**config.mk**
```make
export PLATFORM = sky130hd
export DESIGN_NAME = clk_div_multi
export DESIGN_NICKNAME = d
export VERILOG_FILES = /design/src/rtl/clk_div_pkg.sv /design/src/rtl/clk_div_chan.sv /design/src/rtl/clk_div_multi.sv
export SDC_FILE = /design/constraint.sdc
export NUM_CORES = 1
export LEC_CHECK = 0
export CAP_MARGIN = 0
export CORE_MARGIN = 4
export CORE_UTILIZATION = 50
export DETAILED_ROUTE_END_ITERATION = 6
export HOLD_SLACK_MARGIN = 0.1
export PLACE_DENSITY = 0.68
export SLEW_MARGIN = 20
export SYNTH_ARGS = -nofsm -noshare
export SYNTH_HDL_FRONTEND = slang
export SYNTH_SLANG_ARGS = --single-unit
```
**constraint.sdc**
```tcl
create_clock -name inclk -period 7.5 [get_ports inclk]
set_input_delay 1.5 -clock inclk [delete_from_list [all_inputs] [get_ports inclk]]
set_output_delay 1.5 -clock inclk [all_outputs]
set_load 0.05 [all_outputs]
```
**src/rtl/clk_div_pkg.sv**
```systemverilog
// Shared defaults, channel-mode encoding and divisor helpers for the
// multi-channel clock divider.
package clk_div_pkg;

   localparam int          DIV_W_DEF   = 32;
   localparam int unsigned DEF_DIV_DEF = 100000000;
   // Helpers work at this width; DIV_W must not exceed it.
   localparam int          MAX_DIV_W   = 64;

   typedef enum logic [1:0] {
      MODE_OFF  = 2'd0,
      MODE_PASS = 2'd1,
      MODE_DIV  = 2'd2
   } chan_mode_e;

   function automatic logic [MAX_DIV_W-1:0] ceil_half(input logic [MAX_DIV_W-1:0] d);
      return (d >> 1) + {{(MAX_DIV_W-1){1'b0}}, d[0]};
   endfunction

   function automatic chan_mode_e div_mode(input logic [MAX_DIV_W-1:0] d);
      if (d == '0)
         return MODE_OFF;
      else if (d == MAX_DIV_W'(1))
         return MODE_PASS;
      else
         return MODE_DIV;
   endfunction

endpackage

```
**src/rtl/clk_div_chan.sv**
```systemverilog
// One divider channel: counter, active/shadow divisor with pending flag,
// and registered outclk/tick computed from the next-state values.
module clk_div_chan
   import clk_div_pkg::*;
#(
   parameter int               DIV_W   = DIV_W_DEF,
   parameter logic [DIV_W-1:0] DEF_DIV = DIV_W'(DEF_DIV_DEF)
) (
   input  logic             inclk,
   input  logic             rst_n,
   input  logic             wr_en,
   input  logic [DIV_W-1:0] wr_div,
   input  logic             sync,
   output logic             pending,
   output logic             outclk,
   output logic             tick
);

   logic [DIV_W-1:0] cnt, active_div, shadow_div;
   logic [DIV_W-1:0] cnt_nxt, active_nxt, shadow_nxt;
   logic             pending_nxt, outclk_nxt, tick_nxt;
   logic             period_end, apply;
   chan_mode_e       mode_cur, mode_nxt;

   always_comb begin
      mode_cur    = div_mode(MAX_DIV_W'(active_div));
      period_end  = (mode_cur != MODE_DIV) || (cnt == active_div - DIV_W'(1));
      apply       = pending && (sync || period_end);
      active_nxt  = apply ? shadow_div : active_div;
      shadow_nxt  = wr_en ? wr_div : shadow_div;
      pending_nxt = wr_en ? 1'b1 : (apply ? 1'b0 : pending);
      mode_nxt    = div_mode(MAX_DIV_W'(active_nxt));

      // A fresh divisor always starts its first period at phase 0.
      if (sync || apply || mode_nxt != MODE_DIV || period_end)
         cnt_nxt = '0;
      else
         cnt_nxt = cnt + DIV_W'(1);

      outclk_nxt = (mode_nxt == MODE_DIV) &&
                   (cnt_nxt >= DIV_W'(ceil_half(MAX_DIV_W'(active_nxt))));
      tick_nxt   = (mode_nxt == MODE_PASS) ||
                   ((mode_nxt == MODE_DIV) && (cnt_nxt == active_nxt - DIV_W'(1)));
      if (sync) begin
         outclk_nxt = 1'b0;
         tick_nxt   = 1'b0;
      end
   end

   always_ff @(posedge inclk or negedge rst_n) begin
      if (!rst_n) begin
         cnt        <= '0;
         active_div <= DEF_DIV;
         shadow_div <= DEF_DIV;
         pending    <= 1'b0;
         outclk     <= 1'b0;
         tick       <= 1'b0;
      end else begin
         cnt        <= cnt_nxt;
         active_div <= active_nxt;
         shadow_div <= shadow_nxt;
         pending    <= pending_nxt;
         outclk     <= outclk_nxt;
         tick       <= tick_nxt;
      end
   end

endmodule

```
**src/rtl/clk_div_multi.sv**
```systemverilog
// Multi-channel programmable clock divider / clock-enable generator with a
// valid/ready divisor reload port and a global phase-align pulse.
module clk_div_multi
   import clk_div_pkg::*;
#(
   parameter int          NUM_CH  = 4,
   parameter int          DIV_W   = DIV_W_DEF,
   parameter int unsigned DEF_DIV = DEF_DIV_DEF,
   localparam int         CH_W    = (NUM_CH > 1) ? $clog2(NUM_CH) : 1
) (
   input  logic              inclk,
   input  logic              rst_n,
   input  logic              cfg_valid,
   output logic              cfg_ready,
   input  logic [CH_W-1:0]   cfg_ch,
   input  logic [DIV_W-1:0]  cfg_div,
   input  logic              sync_i,
   output logic [NUM_CH-1:0] outclk,
   output logic [NUM_CH-1:0] tick
);

   logic [NUM_CH-1:0] pending;

   // Indices with no channel behind them stay ready so writes are swallowed.
   always_comb begin
      cfg_ready = 1'b1;
      for (int i = 0; i < NUM_CH; i++) begin
         if (cfg_ch == CH_W'(i))
            cfg_ready = !pending[i];
      end
   end

   for (genvar g = 0; g < NUM_CH; g++) begin : g_chan
      clk_div_chan #(
         .DIV_W   (DIV_W),
         .DEF_DIV (DIV_W'(DEF_DIV))
      ) u_chan (
         .inclk   (inclk),
         .rst_n   (rst_n),
         .wr_en   (cfg_valid && cfg_ready && (cfg_ch == CH_W'(g))),
         .wr_div  (cfg_div),
         .sync    (sync_i),
         .pending (pending[g]),
         .outclk  (outclk[g]),
         .tick    (tick[g])
      );
   end

endmodule

```
### Word-level counts from Yosys, hierarchy flattened

Cells that the tools add are included.

* add/subtract/negate cells: 16
* magnitude comparators: 4
* eq/ne operators: 35
* mux-type cells: 44
* reductions and logical operators: 58

Operator list (number)
* 32-bit by 1-bit equality test with 1-bit output, second input constant: 8
* 32-bit equality test: 8
* 32-bit zero test: 8
* 32-bit two-way mux: 8
* 32-bit by 1-bit subtractor with 32-bit output, second input constant: 8
* 31-bit by 1-bit adder with 32-bit output: 4
* 32-bit by 1-bit adder with 32-bit output, second input constant: 4
* 32-bit >= comparator: 4
* 2-bit two-way mux: 16
* 1-bit logical OR: 24
* 1-bit two-way mux: 20
* 1-bit logical AND: 17
* 2-bit inequality test, second input constant: 8
* 2-bit equality test, second input constant: 6
* 2-bit by 1-bit equality test with 1-bit output, second input constant: 5
* 2-bit nonzero test: 4
* 1-bit zero test: 4
* 2-bit zero test: 1

* register bits after elaboration: 396
* input port bits: 38
* output and inout port bits: 9
* logic and storage cells: 181

### Depth between registers and ports, before layout

* depth after elaboration: 19
* mapped depth: 40
* mapped depth without buffers: 34

### By module

Synthesis repeated with hierarchy kept, for this count alone.

* cell total of the unflattened synthesis: 3850
* area total of the unflattened synthesis: 34055.2 sq um

Modules (own cells, without submodules)
* clk_div_chan at g_chan[1].u_chan ...: times used 2, cells each 970, area each 8574.5 sq um, seq. area each 2507.4 sq um
* clk_div_chan at g_chan[0].u_chan: times used 1, cells each 964, area each 8485.6 sq um, seq. area each 2507.4 sq um
* clk_div_chan at g_chan[3].u_chan: times used 1, cells each 939, area each 8359.3 sq um, seq. area each 2507.4 sq um
* clk_div_multi: times used 1, cells each 7, area each 61.3 sq um, seq. area each 0.0 sq um

### Least setup slack after synthesis

Ideal clock, no wire load.

* path kind: reg2reg
* start point: reg g_chan[2].u_chan.active_div[0]
* end point: reg g_chan[2].u_chan.outclk
* setup time: 120 ps
* arrival time: 7745 ps
* data required time: 7380 ps
* setup slack: -365 ps
* stages on the path, launching flop included: 41
* buffers on the path: 7
* period minus slack after synthesis: 7865 ps
* cell sequence: dfrtp_1 inv_1 ha_1 nor3b_2 nand3_1 or4_1 a221o_1 nor4_1 nand4_1 o21ai_1 nand2_1 buf_6 buf_4 buf_6 buf_6 clkbuf_1 mux2i_1 ha_1 (+5 left out) nor2_1 inv_1 ha_1 nand2b_1 a21o_1 a21o_1 a21o_1 a21o_1 a21o_1 a21o_1 a21o_1 a21o_1 a21o_1 a21o_1 a21o_1 a21oi_1 o211ai_1 and3_1

* cells in the longest elaborated chain, start to end: 18
* elaborated cells on any way between the ends: 25
* those cells by class: 2 x add/sub; 1 x order compare; 6 x eq/ne; 7 x mux; 9 x reduce/logical

RTL lines
* start, declared: line clk_div_chan.sv:19 `logic [DIV_W-1:0] cnt, active_div, shadow_div;`
* start signal, assigned: line clk_div_chan.sv:60 `active_div <= active_nxt;`
* parallel branches: the longest is 13 deep, another holds 32-bit by 1-bit subtractor with 32-bit output
* 1-bit logical OR *: line clk_div_chan.sv:35 `if (sync || apply || mode_nxt != MODE_DIV || period_end)`
* 32-bit two-way mux *: line clk_div_chan.sv:35
* via g_chan[2].u_chan.cnt_nxt[0]: line clk_div_chan.sv:20 `logic [DIV_W-1:0] cnt_nxt, active_nxt, shadow_nxt;`
* 32-bit >= comparator *: line clk_div_chan.sv:41 `(cnt_nxt >= DIV_W'(ceil_half(MAX_DIV_W'(active_nxt))));`
* 1-bit logical AND *: line clk_div_chan.sv:40 `outclk_nxt = (mode_nxt == MODE_DIV) &&`
* 1-bit two-way mux *: line clk_div_chan.sv:44 `if (sync) begin`
* via g_chan[2].u_chan.outclk_nxt: line clk_div_chan.sv:21 `logic pending_nxt, outclk_nxt, tick_nxt;`
* end signal, assigned: line clk_div_chan.sv:63 `outclk <= outclk_nxt;`
* end, declared: line clk_div_chan.sv:15 `output logic outclk,`

Mark *: on every way through the listed nets, which the timed path passes.
A chain may end at the register's enable or synchronous reset.

### Final worst setup path

* start point: reg g_chan[1].u_chan.active_div[0]
* end point: reg g_chan[1].u_chan.outclk

* cells in the longest elaborated chain, start to end: 18
* elaborated cells on any way between the ends: 25
* those cells by class: 2 x add/sub; 1 x order compare; 6 x eq/ne; 7 x mux; 9 x reduce/logical

RTL lines
* start, declared: line clk_div_chan.sv:19
* start signal, assigned: line clk_div_chan.sv:60
* parallel branches: the longest is 7 deep, another holds 32-bit by 1-bit subtractor with 32-bit output
* 32-bit two-way mux *: line clk_div_chan.sv:29 `active_nxt = apply ? shadow_div : active_div;`
* via g_chan[1].u_chan.active_nxt[0]: line clk_div_chan.sv:20
* 32-bit by 1-bit equality test with 1-bit output: line clk_div_pkg.sv:23 `else if (d == MAX_DIV_W'(1))`
* 2-bit two-way mux: line clk_div_pkg.sv:23
* 2-bit two-way mux *: line clk_div_pkg.sv:21 `if (d == '0)`
* 2-bit inequality test *: line clk_div_chan.sv:35
* 1-bit logical OR * (2 in a row): line clk_div_chan.sv:35
* 32-bit two-way mux *: line clk_div_chan.sv:35
* via g_chan[1].u_chan.cnt_nxt[0]: line clk_div_chan.sv:20
* 32-bit >= comparator *: line clk_div_chan.sv:41
* 1-bit logical AND *: line clk_div_chan.sv:40
* 1-bit two-way mux *: line clk_div_chan.sv:44
* via g_chan[1].u_chan.outclk_nxt: line clk_div_chan.sv:21
* end signal, assigned: line clk_div_chan.sv:63
* end, declared: line clk_div_chan.sv:15

Marks and branches as above.

==> impl_metrics.yaml <==
critical_path:
  slowest_delay_ps: 480
  cp_num_buf_inv: 3
  required_ps: 7990
  path_common_cell: "a21o_1"
  r2r-end: "g_chan[1].u_chan.outclk"
  crit_end: "g_chan[1].u_chan.outclk"
  cp_data_arrival_time_ps: 7640
  regToRegSetupSlack_ps: 350
  cp_max_fo: 7
  end_kind: "flop"
  crit_type: "flop to flop"
  cp_top_family: "compound AO/OA/AOI/OAI gates"
  cp-start-kind: "flop"
  worst_path_max_delay_cell: "dfrtp_1"
  cp-startpoint: "g_chan[1].u_chan.active_div[0]"
  crit_cells: 33
  rr_startpoint: "g_chan[1].u_chan.active_div[0]"
  rr_worst_depth: 33
clock_network:
  htreeDepth: 2
  cts_buffers: 47
  clock_tree.root_cell: "clkbuf_16"
  cts_tree: "built"
  clk_path_buf_depth: 3
  cts.sinks: 396
  clock_latency_ps: 600
  cts.clk_slew.worst_paths_ps: 60
pwr:
  power_frac_comb_pct: 46.3
  power_switching_mw: 4.93
  max-vdd-ir-drop_mv: 0.207
  intPower_mw: 6.49
  p_clk_share_pct: 21.4
  powerDensity_mw_per_mm2: 318
  p_leak_nw: 15.5
  p_sw_share_pct: 43.2
  seq_power_share_pct: 32.3
timing:
  setup_viol: 0
  worst_slack_ps: 349
  fin_skew_ps: 26.4
  finalHoldViolations: 0
  maxSlewHeadroom_pct: 38.1
  timing.fmax_ghz: 0.140
  fin_crit_ps: 7150
  finalMaxSlewViolations: 0
  post-route-period-util_pct: 95.3
  worstMarginPinSlew_ps: 928
drt:
  ant_nets: 0
  drc: 0
  wl_per_cell_um: 22.7
  vias_per_cell: 6.07
  vias: 27500
  drt_iter0_markers: 2614
  wirelength_mm: 103
  drt_pass1_iterations: 6
synthesis:
  syn_nets: 3799
  syn_inst: 3602
  synth_largest_area_cell: "dfrtp_1"
  synth.top_cell.area_share_pct: 23.2
  async_reset_ff_share_pct: 100
  synth.most_common_cell: "xnor2_1"
  yosysSeqAreaShare_pct: 31.0
  synth_seq_cells: 396
  synth_cell_types: 101
  synth_top_flop_cell: "dfrtp_1"
  synth_edf_count: 0
  synth_area_leaders: "dfrtp_1, xnor2_1, dfstp_2"
  synth_area_mm2: 0.0324
  ys_warn_count: 0
  netlist_top_cells_count: "xnor2_1, nor2_1, dfrtp_1"
  syn_avg_cell_area_um2: 8.98
placement:
  post-place-ws_ps: 235
  io_buffers: 46
  gp_congestion: 0.980
  dpl.hpwl_mm: 79.1
floorplan:
  fp.dieW_um: 262
  die_h_um: 262
  core_mm2: 0.0635
  ios: 47
  initial_core_util_pct: 50.9
  num_rows: 92
  design.die.area_mm2: 0.0688
run:
  cap_violations: 0
grt:
  first_global_vias: 27100
  antenna_found_initial: 7
  grt_pass1_wl_mm: 159
  grt_max_degree: 130
  grt-ovfl-total: 0
  grt_use_total_pct: 28.8
final_layout:
  num-nets-final: 3845
  postLayoutCoreUtil_pct: 56.5
  final_layout_size_suffix_gt1_share_pct: 14.9
  syn_to_final_growth_pct: 10.9
  diodes: 0
hold_path:
  min_path_type: "flop to flop"
status:
  status: "complete, no violations"
layout by cell type (no fill, tap or decap), drive strengths merged, types with 53 or more instances in the layout:
cell,n
ha,159
nand4,86
nor4,103
a21oi,82
o21ai,79
and3,66
a21o,65
nand3,135
dfstp,96
inv,156
xor2,183
dfrtp,300
mux2,164
nor2,365
or3,53
nand2,239
xnor2,401
nor3,125
clkbuf,67
mux2i,154
buf,111
per-layer routing:
| layer | vias to the layer above | track usage, % | wire length, um |
|---|---|---|---|
| li1 | 12900 | - | - |
| met1 | 13300 | 39.1 | 44300 |
| met2 | 1079 | 46.0 | 46500 |
| met3 | 233 | 5.16 | 7640 |
| met4 | 0 | 10.8 | 4280 |
| met5 | - | 0 | 0 |
cell families after synthesis:
family          Yosys count  synth area share, %
buf+inv                 315                 4.20
fa+ha+maj               159                 6.15
simple gates           1391                 22.5
mux                     319                 10.6
flops                   396                 31.0
compound gates          432                 9.29
xor+xnor                590                 16.2
through the flow:
step	hold WS [ps]	cells	TNS (ps)	cell area [um^2]	total power, mW
finish	537	4533	0	35900	11.4
global placement	523	4440	0	34000	8.76
floorplan	491	3602	-71.1	32400	7.19
detailed placement	526	4440	0	34000	8.80
CTS	539	4528	0	35700	11.3
global route	570	4533	-22.6	35900	12.1
flip-flops by register name, indices dropped and copies added (netlist names):
| register | cells |
|---|---|
| g_chan.u_chan.active_div | 128 |
| g_chan.u_chan.cnt | 128 |
| g_chan.u_chan.shadow_div | 128 |
| g_chan.u_chan.outclk | 4 |
| g_chan.u_chan.pending | 4 |
| g_chan.u_chan.tick | 4 |
repair_timing:
| action | CTS | global route |
|---|---|---|
| endpoints found under the setup margin | 0 | 4 |
| gates resized for setup | 0 | 34 |
| hold endpoints to repair | 0 | 0 |
| setup buffers | 0 | 4 |
| hold buffers | 0 | 0 |
worst min-delay path by stage:
stage	startpoint	end	slack [ps]	cells past startpoint
final	g_chan[2].u_chan.shadow_div[30]	g_chan[2].u_chan.shadow_div[30]	540	1
after global routing	g_chan[2].u_chan.shadow_div[30]	g_chan[2].u_chan.shadow_div[30]	570	1
after CTS	g_chan[2].u_chan.shadow_div[30]	g_chan[2].u_chan.shadow_div[30]	540	1
after detailed placement	g_chan[2].u_chan.shadow_div[30]	g_chan[2].u_chan.shadow_div[30]	530	1
after global placement	g_chan[2].u_chan.shadow_div[25]	g_chan[2].u_chan.shadow_div[25]	520	1
after floorplan	g_chan[1].u_chan.pending	g_chan[1].u_chan.pending	490	1
power groups by stage:
stage	combinational (mW)	clock [mW]	sequential, mW
detailed placement	5.11	0	3.69
CTS	5.16	2.49	3.65
finish	5.29	2.44	3.69
global placement	5.08	0	3.68
global route	5.77	2.58	3.78
floorplan	3.97	0	3.22
cell type report:
type / instances / area (um^2)
fillers: 5812 / 27700
multi-input cells: 2891 / 21200
flip-flops and latches: 396 / 10000
clock buffers: 66 / 1380
repair buffers: 157 / 1380
well taps: 846 / 1060
inverters: 155 / 582
clock inverters: 22 / 260
worst reg2reg max path: cells and delay by family, from the launching register on:
family,cells,cell delay [ps]
buffers and inverters,3,290
multiplexers,1,260
flip-flops,1,480
AND/OR/NAND/NOR,9,2180
AO/OA/AOI/OAI,17,3120
adder cells (fa/ha/maj),3,730
(Power assumes the default switching activity.)
